$ cat src/rtl/wb_pkg.sv
// Shared constants and entry type for the register writeback queue.
package wb_pkg;
  localparam int WB_ADDR_W = 5;
  localparam int WB_DATA_W = 32;

  typedef struct packed {
    logic [WB_ADDR_W-1:0] idx;
    logic [WB_DATA_W-1:0] data;
  } wb_entry_t;

  function automatic int wbCountW(input int depth);
    return $clog2(depth) + 1;
  endfunction
endpackage

$ cat src/rtl/reg_writeback_queue_if.sv
// Result producers (ALU, load unit) and the register-file write port of the writeback queue.
interface reg_writeback_queue_if
  import wb_pkg::*;
#(
  parameter int DATA_W = WB_DATA_W,
  parameter int ADDR_W = WB_ADDR_W
);
  logic              AluValid;
  logic [ADDR_W-1:0] AluReg;
  logic [DATA_W-1:0] AluData;
  logic              MemValid;
  logic [ADDR_W-1:0] MemReg;
  logic [DATA_W-1:0] MemData;
  logic              MemReady;
  logic [ADDR_W-1:0] WriteReg1;
  logic [DATA_W-1:0] WriteData1;
  logic              Write1;

  modport master (
    output AluValid, AluReg, AluData, MemValid, MemReg, MemData,
    input  MemReady, WriteReg1, WriteData1, Write1
  );

  modport slave (
    input  AluValid, AluReg, AluData, MemValid, MemReg, MemData,
    output MemReady, WriteReg1, WriteData1, Write1
  );
endinterface

$ cat src/rtl/wb_dual_enq_fifo.sv
// Circular FIFO with two write ports (A ordered ahead of B) and one read port; storage is exposed for lookups.
module wb_dual_enq_fifo #(
  parameter int DEPTH   = 4,
  parameter int ENTRY_W = 37,
  localparam int PW     = $clog2(DEPTH),
  localparam int CW     = PW + 1
) (
  input  logic               CLK,
  input  logic               RESET,
  input  logic               enqA,
  input  logic [ENTRY_W-1:0] entryA,
  input  logic               enqB,
  input  logic [ENTRY_W-1:0] entryB,
  input  logic               deq,
  output logic [ENTRY_W-1:0] slots [DEPTH],
  output logic [PW-1:0]      rdPtr,
  output logic [CW-1:0]      count
);
  logic [ENTRY_W-1:0] mem [DEPTH];
  logic [PW-1:0]      wrPtr;

  assign slots = mem;

  always_ff @(posedge CLK or negedge RESET) begin
    if (!RESET) begin
      wrPtr <= '0;
      rdPtr <= '0;
      count <= '0;
    end else begin
      wrPtr <= wrPtr + PW'(enqA) + PW'(enqB);
      rdPtr <= rdPtr + PW'(deq);
      count <= count + CW'(enqA) + CW'(enqB) - CW'(deq);
    end
  end

  // Storage carries no reset; occupancy alone decides which slots are meaningful.
  always_ff @(posedge CLK) begin
    if (enqA) mem[wrPtr] <= entryA;
    if (enqB) mem[enqA ? wrPtr + PW'(1) : wrPtr] <= entryB;
  end
endmodule

$ cat src/rtl/reg_writeback_queue.sv
// Merges ALU and load results into one in-order queue draining onto register-file write port 1,
// with pending-write lookups for decode. Define WB_FWD_EN to add FwdDataA/B/C forwarding outputs.
module reg_writeback_queue
  import wb_pkg::*;
#(
  parameter int DEPTH  = 4,
  parameter int DATA_W = WB_DATA_W,
  parameter int ADDR_W = WB_ADDR_W,
  localparam int CW    = wbCountW(DEPTH)
) (
  input  logic              CLK,
  input  logic              RESET,
  reg_writeback_queue_if.slave wb,
  input  logic [ADDR_W-1:0] QryA,
  input  logic [ADDR_W-1:0] QryB,
  input  logic [ADDR_W-1:0] QryC,
  output logic              PendA,
  output logic              PendB,
  output logic              PendC,
  output logic [CW-1:0]     Count,
`ifdef WB_FWD_EN
  output logic [DATA_W-1:0] FwdDataA,
  output logic [DATA_W-1:0] FwdDataB,
  output logic [DATA_W-1:0] FwdDataC,
`endif
  output logic              Overflow
);
  localparam int PW = $clog2(DEPTH);
  localparam int EW = ADDR_W + DATA_W;

  logic              full, enqAlu, enqMem, deq;
  logic [EW-1:0]     slots [DEPTH];
  logic [PW-1:0]     rdPtr;
  logic [EW-1:0]     head;
  logic [ADDR_W-1:0] qry [3];
  logic [2:0]        pend;
  logic [EW-1:0]     slot;

  // Room is judged on registered Count; MemReady keeps one slot free for the unstallable ALU.
  assign full        = (Count == CW'(DEPTH));
  assign wb.MemReady = (Count <= CW'(DEPTH - 2));
  assign enqAlu      = wb.AluValid && (wb.AluReg != '0) && !full;
  assign enqMem      = wb.MemValid && wb.MemReady && (wb.MemReg != '0);
  assign deq         = (Count != '0);

  wb_dual_enq_fifo #(.DEPTH(DEPTH), .ENTRY_W(EW)) uFifo (
    .CLK    (CLK),
    .RESET  (RESET),
    .enqA   (enqAlu),
    .entryA ({wb.AluReg, wb.AluData}),
    .enqB   (enqMem),
    .entryB ({wb.MemReg, wb.MemData}),
    .deq    (deq),
    .slots  (slots),
    .rdPtr  (rdPtr),
    .count  (Count)
  );

  assign head          = slots[rdPtr];
  assign wb.Write1     = deq;
  assign wb.WriteReg1  = deq ? head[EW-1:DATA_W] : '0;
  assign wb.WriteData1 = deq ? head[DATA_W-1:0] : '0;

  always_ff @(posedge CLK or negedge RESET) begin
    if (!RESET) Overflow <= 1'b0;
    else if (wb.AluValid && (wb.AluReg != '0) && full) Overflow <= 1'b1;
  end

  assign qry   = '{QryA, QryB, QryC};
  assign PendA = pend[0];
  assign PendB = pend[1];
  assign PendC = pend[2];

  always_comb begin
    pend = '0;
    slot = '0;
    for (int q = 0; q < 3; q++) begin
      for (int k = 0; k < DEPTH; k++) begin
        slot = slots[rdPtr + PW'(k)];
        if ((CW'(k) < Count) && (slot[EW-1:DATA_W] == qry[q])) pend[q] = 1'b1;
      end
      if (wb.AluValid && (wb.AluReg == qry[q])) pend[q] = 1'b1;
      if (wb.MemValid && wb.MemReady && (wb.MemReg == qry[q])) pend[q] = 1'b1;
      if (qry[q] == '0) pend[q] = 1'b0;
    end
  end

`ifdef WB_FWD_EN
  logic [DATA_W-1:0] fwd [3];
  logic [EW-1:0]     fslot;

  // Oldest-to-youngest scan so later matches win, then same-cycle ALU, then same-cycle load.
  always_comb begin
    fslot = '0;
    for (int q = 0; q < 3; q++) begin
      fwd[q] = '0;
      for (int k = 0; k < DEPTH; k++) begin
        fslot = slots[rdPtr + PW'(k)];
        if ((CW'(k) < Count) && (fslot[EW-1:DATA_W] == qry[q])) fwd[q] = fslot[DATA_W-1:0];
      end
      if (wb.AluValid && (wb.AluReg == qry[q])) fwd[q] = wb.AluData;
      if (wb.MemValid && wb.MemReady && (wb.MemReg == qry[q])) fwd[q] = wb.MemData;
      if (qry[q] == '0) fwd[q] = '0;
    end
  end

  assign FwdDataA = fwd[0];
  assign FwdDataB = fwd[1];
  assign FwdDataC = fwd[2];
`endif
endmodule

$ cat src/flat_wrapper.sv
// flat-port wrapper written by rule: the top's interface ports become plain ports
module reg_writeback_queue_flat import wb_pkg::*;
#(
  parameter int DEPTH  = 4,
  parameter int DATA_W = WB_DATA_W,
  parameter int ADDR_W = WB_ADDR_W,
  localparam int CW    = wbCountW(DEPTH)
)
  (CLK, RESET, QryA, QryB, QryC, PendA, PendB, PendC, Count, Overflow, wb_AluValid, wb_AluReg, wb_AluData, wb_MemValid, wb_MemReg, wb_MemData, wb_MemReady, wb_WriteReg1, wb_WriteData1, wb_Write1);
  reg_writeback_queue_if #(.DATA_W(DATA_W), .ADDR_W(ADDR_W)) wb_i ();
  input  logic CLK;
  input  logic RESET;
  input  logic [ADDR_W-1:0] QryA;
  input  logic [ADDR_W-1:0] QryB;
  input  logic [ADDR_W-1:0] QryC;
  output logic PendA;
  output logic PendB;
  output logic PendC;
  output logic [CW-1:0] Count;
  output logic Overflow;
  input wire logic [$bits(wb_i.AluValid)-1:0] wb_AluValid;
  input wire logic [$bits(wb_i.AluReg)-1:0] wb_AluReg;
  input wire logic [$bits(wb_i.AluData)-1:0] wb_AluData;
  input wire logic [$bits(wb_i.MemValid)-1:0] wb_MemValid;
  input wire logic [$bits(wb_i.MemReg)-1:0] wb_MemReg;
  input wire logic [$bits(wb_i.MemData)-1:0] wb_MemData;
  output wire logic [$bits(wb_i.MemReady)-1:0] wb_MemReady;
  output wire logic [$bits(wb_i.WriteReg1)-1:0] wb_WriteReg1;
  output wire logic [$bits(wb_i.WriteData1)-1:0] wb_WriteData1;
  output wire logic [$bits(wb_i.Write1)-1:0] wb_Write1;
  assign wb_i.AluValid = wb_AluValid;
  assign wb_i.AluReg = wb_AluReg;
  assign wb_i.AluData = wb_AluData;
  assign wb_i.MemValid = wb_MemValid;
  assign wb_i.MemReg = wb_MemReg;
  assign wb_i.MemData = wb_MemData;
  assign wb_MemReady = wb_i.MemReady;
  assign wb_WriteReg1 = wb_i.WriteReg1;
  assign wb_WriteData1 = wb_i.WriteData1;
  assign wb_Write1 = wb_i.Write1;
  reg_writeback_queue #(.DEPTH(DEPTH), .DATA_W(DATA_W), .ADDR_W(ADDR_W)) u_core (.CLK(CLK), .RESET(RESET), .wb(wb_i), .QryA(QryA), .QryB(QryB), .QryC(QryC), .PendA(PendA), .PendB(PendB), .PendC(PendC), .Count(Count), .Overflow(Overflow));
endmodule
$ cat config.mk
export PLATFORM = sky130hd
export DESIGN_NAME = reg_writeback_queue_flat
export DESIGN_NICKNAME = d
export VERILOG_FILES = /design/src/rtl/wb_pkg.sv /design/src/rtl/reg_writeback_queue_if.sv /design/src/rtl/wb_dual_enq_fifo.sv /design/src/rtl/reg_writeback_queue.sv /design/src/flat_wrapper.sv
export SDC_FILE = /design/constraint.sdc
export NUM_CORES = 1
export LEC_CHECK = 0
export BUFFER_PORTS_ARGS = -buffer_cell sky130_fd_sc_hd__buf_2
export CAP_MARGIN = 40
export CORE_ASPECT_RATIO = 1.75
export CORE_MARGIN = 8
export CORE_UTILIZATION = 28
export DETAILED_ROUTE_END_ITERATION = 10
export PLACE_DENSITY_LB_ADDON = 0.25
export SYNTH_ARGS = -nofsm -noshare
export SYNTH_HDL_FRONTEND = slang
export SYNTH_SLANG_ARGS = --single-unit
$ cat constraint.sdc
create_clock -name CLK -period 3.8 [get_ports CLK]
set_input_delay 0.38 -clock CLK [delete_from_list [all_inputs] [get_ports CLK]]
set_output_delay 0.38 -clock CLK [all_outputs]
set_load 0.05 [all_outputs]
# Word-level counts from Yosys, hierarchy flattened

Cells that the tools add are included.

Add/sub/neg operators: 10
Multiply operators: 0
Div/mod/pow operators: 0
Order comparisons: 13
Eq/ne operators: 19
Shifts and indexed selects: 0
Muxes and demuxes: 44
Bitwise gates (word level): 6
Reduce and logical (&&, ||, !) cells: 32

Operators with widths:

| kind                | count |
|---|---|
| $mux 37             | 10 |
| $bmux 37 s2         | 4 |
| $bwmux 148          | 2 |
| $mux 148            | 2 |
| $demux 37 s2        | 2 |
| $eq 5x5->1          | 18 |
| $mux 32             | 1 |
| $logic_and 1x1->1   | 25 |
| $mux 1              | 21 |
| $ge 3x3->1 const B  | 6 |
| $not 2->3           | 6 |
| $logic_not 5->1     | 3 |
| $reduce_bool 5->1   | 2 |
| $add 2x1->2         | 3 |
| $add 3x1->3         | 2 |
| $lt 1x3->1 const A  | 2 |
| $lt 2x3->1 const A  | 2 |
| $lt 3x1->1 const B  | 2 |
| $mux 5              | 1 |
| $add 2x1->2 const B | 2 |
| $add 2x2->2 const B | 2 |
| $eq 3x3->1 const B  | 1 |
| $le 3x2->1 const B  | 1 |
| $reduce_bool 3->1   | 1 |
| 3 further kinds     | 3 |

Register bits: 156
Latch bits: 0
RAM bits: 0
Memory bits (read-only): 0
Bits of input ports: 93
Output and inout port bits: 46
Logic and storage cells: 132
Memories kept: 0

# Longest topological paths before layout

Depth in word-level cells: 13
Depth in mapped cells: 11
Mapped depth without buffers: 11

# Hierarchy

A second synthesis with hierarchy kept.

Cell total of the unflattened synthesis: 796
Area total of the unflattened synthesis: 10070.9 um^2

By module, submodules not included:

| module              | times used | cells an instance | area each (um^2) | sequential area each (um^2) |
|---|---|---|---|---|
| wb_dual_enq_fifo    | 1          | 512               | 7263.2           | 3138.0 |
| reg_writeback_queue | 1          | 284               | 2807.7           | 25.0 |

# Worst setup path after synthesis

No wires, ideal clock.

Kind: reg2reg
From: register u_core.uFifo.count[2]
To: register u_core.uFifo.count[2]
Setup time: 0.123 ns
Arrival: 2.969 ns
Required time: 3.677 ns
Path slack: 0.709 ns
Cell stages (with the launch flop): 12
Path buffers: 0
Clock period less this slack: 3.091 ns
Cell sequence: dfrtp_1 -> inv_1 -> ha_1 -> o21a_1 -> o21ai_1 -> nor2_1 -> inv_1 -> ha_1 -> inv_1 -> fa_1 -> fa_1 -> xnor2_1

Longest elaborated chain between the ends: 6
Elaborated cells between the ends (all ways): 10
Classes of those cells: add/sub: 3; order compare: 1; eq/ne: 1; reduce/logical: 5

RTL lines:

| element                  | RTL line                  | source |
|---|---|---|
| from (decl)              | wb_dual_enq_fifo.sv:17    | `output logic [CW-1:0] count` |
| from (signal assigned)   | wb_dual_enq_fifo.sv:32    | `count <= count + CW'(enqA) + CW'(enqB) - CW'(deq);` |
| $eq 3x3->1               | reg_writeback_queue.sv:40 | `assign full = (Count == CW'(DEPTH));` |
| $logic_not 1->1          | reg_writeback_queue.sv:42 | `assign enqAlu = wb.AluValid && (wb.AluReg != '0) && !full;` |
| $logic_and 1x1->1        | reg_writeback_queue.sv:42 |  |
| $add 3x1->3 (2 in a row) | wb_dual_enq_fifo.sv:32    |  |
| $sub 3x1->3 *            | wb_dual_enq_fifo.sv:32    |  |

Mark *: on every way between the ends. The rest lies on a longest branch, timed or not.
A chain may end at the register's enable or synchronous reset.

# Worst setup path in the final report

From: register u_core.uFifo.rdPtr[1]
To: output port PendA

Longest elaborated chain between the ends: 13
Elaborated cells between the ends (all ways): 34
Classes of those cells: add/sub: 3; eq/ne: 4; mux: 19; bitwise: 4; reduce/logical: 4

RTL lines:

| element                                                        | RTL line                                             | source |
|---|---|---|
| from (decl)                                                    | wb_dual_enq_fifo.sv:16                               | `output logic [PW-1:0] rdPtr,` |
| from (signal assigned)                                         | wb_dual_enq_fifo.sv:31                               | `rdPtr <= rdPtr + PW'(deq);` |
| $add 2x1->2 or $not 2->3 (tied branches)                       | reg_writeback_queue.sv:79                            | `slot = slots[rdPtr + PW'(k)];` |
| $not 2->3 (implied by the code) or $bmux 37 s2 (tied branches) | reg_writeback_queue.sv:79                            |  |
| $bmux 37 s2 or $mux 37 (tied branches)                         | reg_writeback_queue.sv:79                            |  |
| $mux 37 (implied by the code)                                  | reg_writeback_queue.sv:79                            |  |
| $mux 37 (implied by the code) or $eq 5x5->1 (tied branches)    | reg_writeback_queue.sv:79, reg_writeback_queue.sv:80 |  |
| $eq 5x5->1 or $logic_and 1x1->1 (tied branches)                | reg_writeback_queue.sv:80                            | `if ((CW'(k) < Count) && (slot[EW-1:DATA_W] == qry[q])) pend[q] = 1'b1;` |
| $logic_and 1x1->1 or $mux 1 (tied branches)                    | reg_writeback_queue.sv:80                            |  |
| $mux 1 (2 in a row)                                            | reg_writeback_queue.sv:80                            |  |
| $mux 1 *                                                       | reg_writeback_queue.sv:80                            |  |
| $mux 1 *                                                       | reg_writeback_queue.sv:82                            | `if (wb.AluValid && (wb.AluReg == qry[q])) pend[q] = 1'b1;` |
| $mux 1 *                                                       | reg_writeback_queue.sv:83                            | `if (wb.MemValid && wb.MemReady && (wb.MemReg == qry[q])) pend[q] = 1'b1;` |
| $mux 1 *                                                       | reg_writeback_queue.sv:84                            | `if (qry[q] == '0) pend[q] = 1'b0;` |
| to (decl)                                                      | flat_wrapper.sv:16                                   | `output logic PendA;` |

Mark *: on every way between the ends. The rest lies on a longest branch, timed or not. The select of a mux whose other input is x is not followed.

==> metrics <==
CP Max Fanout=21; Die X=between 150 and 200 um; Least-Margin Pin Slew=around 740 ps; Unique masters post-synth=45; Final Max Slew Viols=0; first-pass GRT wire length=roughly 47000 um; FF-to-FF Start=u_core.uFifo.count[2]$_DFF_PN0_; Clock Tree Buf Depth=2; Peak VDD IR=0.518 mV; Placer Congestion=~1.0; Pre-antenna DRT Iters=5; total negative setup slack=0 ps; crit path from=u_core.uFifo.rdPtr[1]$_DFF_PN0_; hold_sp=wb_MemData[7]; die area=40300 um2; Global Route Usage Sum=around 15%; largest net degree at the start of global routing=75; vias post-DR=7509; initial antenna violation count=0; syn_area_per_cell=just under 10 um2; Post-synth ARST share=just over 5%; RSZ-0062 raised after global routing=no; Avg Vias per Cell=between 4 and 5; Antenna Cells=0; most frequent cells in the layout=mux2i_1, o21ai_1, nand2_1, dfxtp_1, buf_2; pre-CTS WS=591 ps; total routed wirelength=30400 um; share of the synthesized area in the top cell type=a little under a third; layout cells sized above 1=between 20% and 30%; final worst setup slack=roughly 210 ps; placed wire-length estimate=between 20000 and 25000 um; final setup vio count=0; status=completed; hold_ws=between 150 and 200 ps; Post-synth top flop=dfxtp_1; Post-synth EDFFs=0; final non-filler cell area=~11000 um2; Die Ht=260 um; Fmax=279 MHz; min-delay worst type=primary input to register; TritonCTS clock tree=done; yosys warns=0; Power Dens Cells=1100 nW/um2; fin nets=about 1200; buffers added on ports=between 100 and 150; DRC violations left=0; Setup Skew=8.50 ps; DRT iter0 DRCs=between 300 and 400; root buffer cell=clkbuf_16; relative slew slack=between 50% and 60%; area leader, netlist=dfxtp_1; worst skew pair latency=~440 ps; register area share after synthesis=33.3%; WL/cell=19.8 um; vias in the first global route=slightly below 8000; Leak Pwr=between 5 and 6 nW; Syn-to-layout area delta=16.4%; critical path capture point type=output pin; Synth area leaders=dfxtp_1, mux2i_1, mux4_2, o21ai_1, nand2_1; core box area=around 34000 um2; row count=89; Mapped Area=between 9000 and 10000 um2; Mapped Nets=between 1000 and 1500; Initial Util=28.2%; Fin. Hold Viols=0; Filler Cells Inserted=3532; clock slew at reported path FFs=roughly 70 ps; post-route clock period utilization=a little over nine tenths; I/O pin count=139; DP Area=approximately 10000 um2; crit path launch type=register; CTS buffer count=17; Worst Path Arrival=between 3000 and 4000 ps; CTS Sinks=roughly 160; post-route ant nets=0; #FFs+latches synth=156; max-cap violations=0; Gate Count Post-Synth=between 900 and 1000; leading cell type in the layout, fill and taps excluded=mux2i_1; gr ovfl total=0; H-tree depth=4; CP required=~3400 ps; CP Class=register to output pin; Tmin final=roughly 3600 ps
final timing paths:
path                                                   end  slack (ps)  depth (start not counted)
min                        u_core.uFifo.slots[118]$_DFF_P_         190                          3
max in group asynchronous  u_core.uFifo.rdPtr[1]$_DFF_PN0_        3240                          2
max reg2reg                u_core.uFifo.count[2]$_DFF_PN0_         880                         10
min reg2reg                    u_core.Overflow$_DFFE_PN0P_         490                          1
max                                                  PendA         210                          7
min in group asynchronous      u_core.Overflow$_DFFE_PN0P_         330                          2
final cells by class:
cell class	instances	area, um2	area share (%)
clock buffer	19	443	4.01
sequential	156	3170	28.7
timing repair buffer	158	947	8.57
clock inverter	13	109	0.985
multi-input combinational	721	5770	52.2
tap	455	569	5.15
inverter	12	45.0	0.408
sequential cells by signal, summed over array words and instances, names as in the netlist:
signal / cells
u_core.uFifo.rdPtr: 2
u_core.Overflow: 1
u_core.uFifo.slots: 148
u_core.uFifo.count: 3
u_core.uFifo.wrPtr: 2
worst max-delay path, stage by stage, from the launching register on:
cell	delay, ps
dfrtp_4	610
mux2_2	390
mux2_2	310
xor2_1	150
nor4_1	620
a31oi_1	170
a21oi_1	230
buf_2	300
metal layers:
metal	up-vias	share of wire (%)	track usage, %
met2	175	56	29.2
li1	3629	-	-
met1	3646	37	15.4
met4	0	3.9	8.12
met3	59	3.5	2.91
met5	-	0	0
metrics by stage:
step                      std cells  power, W  utilization [%]
after floorplan                 974   0.00892                -
after global placement         1501    0.0106             31.2
after detailed placement       1501    0.0107             31.2
after CTS                      1534    0.0123             32.8
after global routing           1534    0.0130             32.9
final                          1534    0.0121             32.9
cell families (layout without fill, tap and decap cells):
kind of cell / count (synthesis) / after routing / synth area share [%]
adder cells (fa/ha/maj): 11 / 11 / 1.69
AND/OR/NAND/NOR: 241 / 241 / 11.9
multiplexers: 207 / 207 / 28.4
buffers and inverters: 97 / 202 / 6.31
AO/OA/AOI/OAI: 172 / 172 / 10.0
XOR/XNOR: 90 / 90 / 8.30
flip-flops: 156 / 156 / 33.3
power by group:
group	total, W	switching, W	internal, W
clock	0.00161	0.000745	0.000866
combinational	0.00734	0.00445	0.00289
sequential	0.00318	0.000633	0.00255
synth_stat cells (all sizes together) (6+ instances only):
cell / number
buf: 58
nand2: 152
xor2: 44
dfrtp: 8
xnor2: 46
nor2b: 39
clkbuf: 27
o21ai: 151
inv: 12
dfxtp: 148
ha: 8
mux2i: 154
nor4: 10
nand4: 6
nand3: 11
mux4: 50
nor3: 9
timing repair:
item | 4_1_cts | 5_1_grt
setup endpoints to repair | 0 | 1
hold buffers | 1 | 0
gates resized for setup | 0 | 1
endpoints found under the hold margin | 8 | 0
setup buffers | 0 | 0
Note: power is estimated with default switching activity, not from simulation.
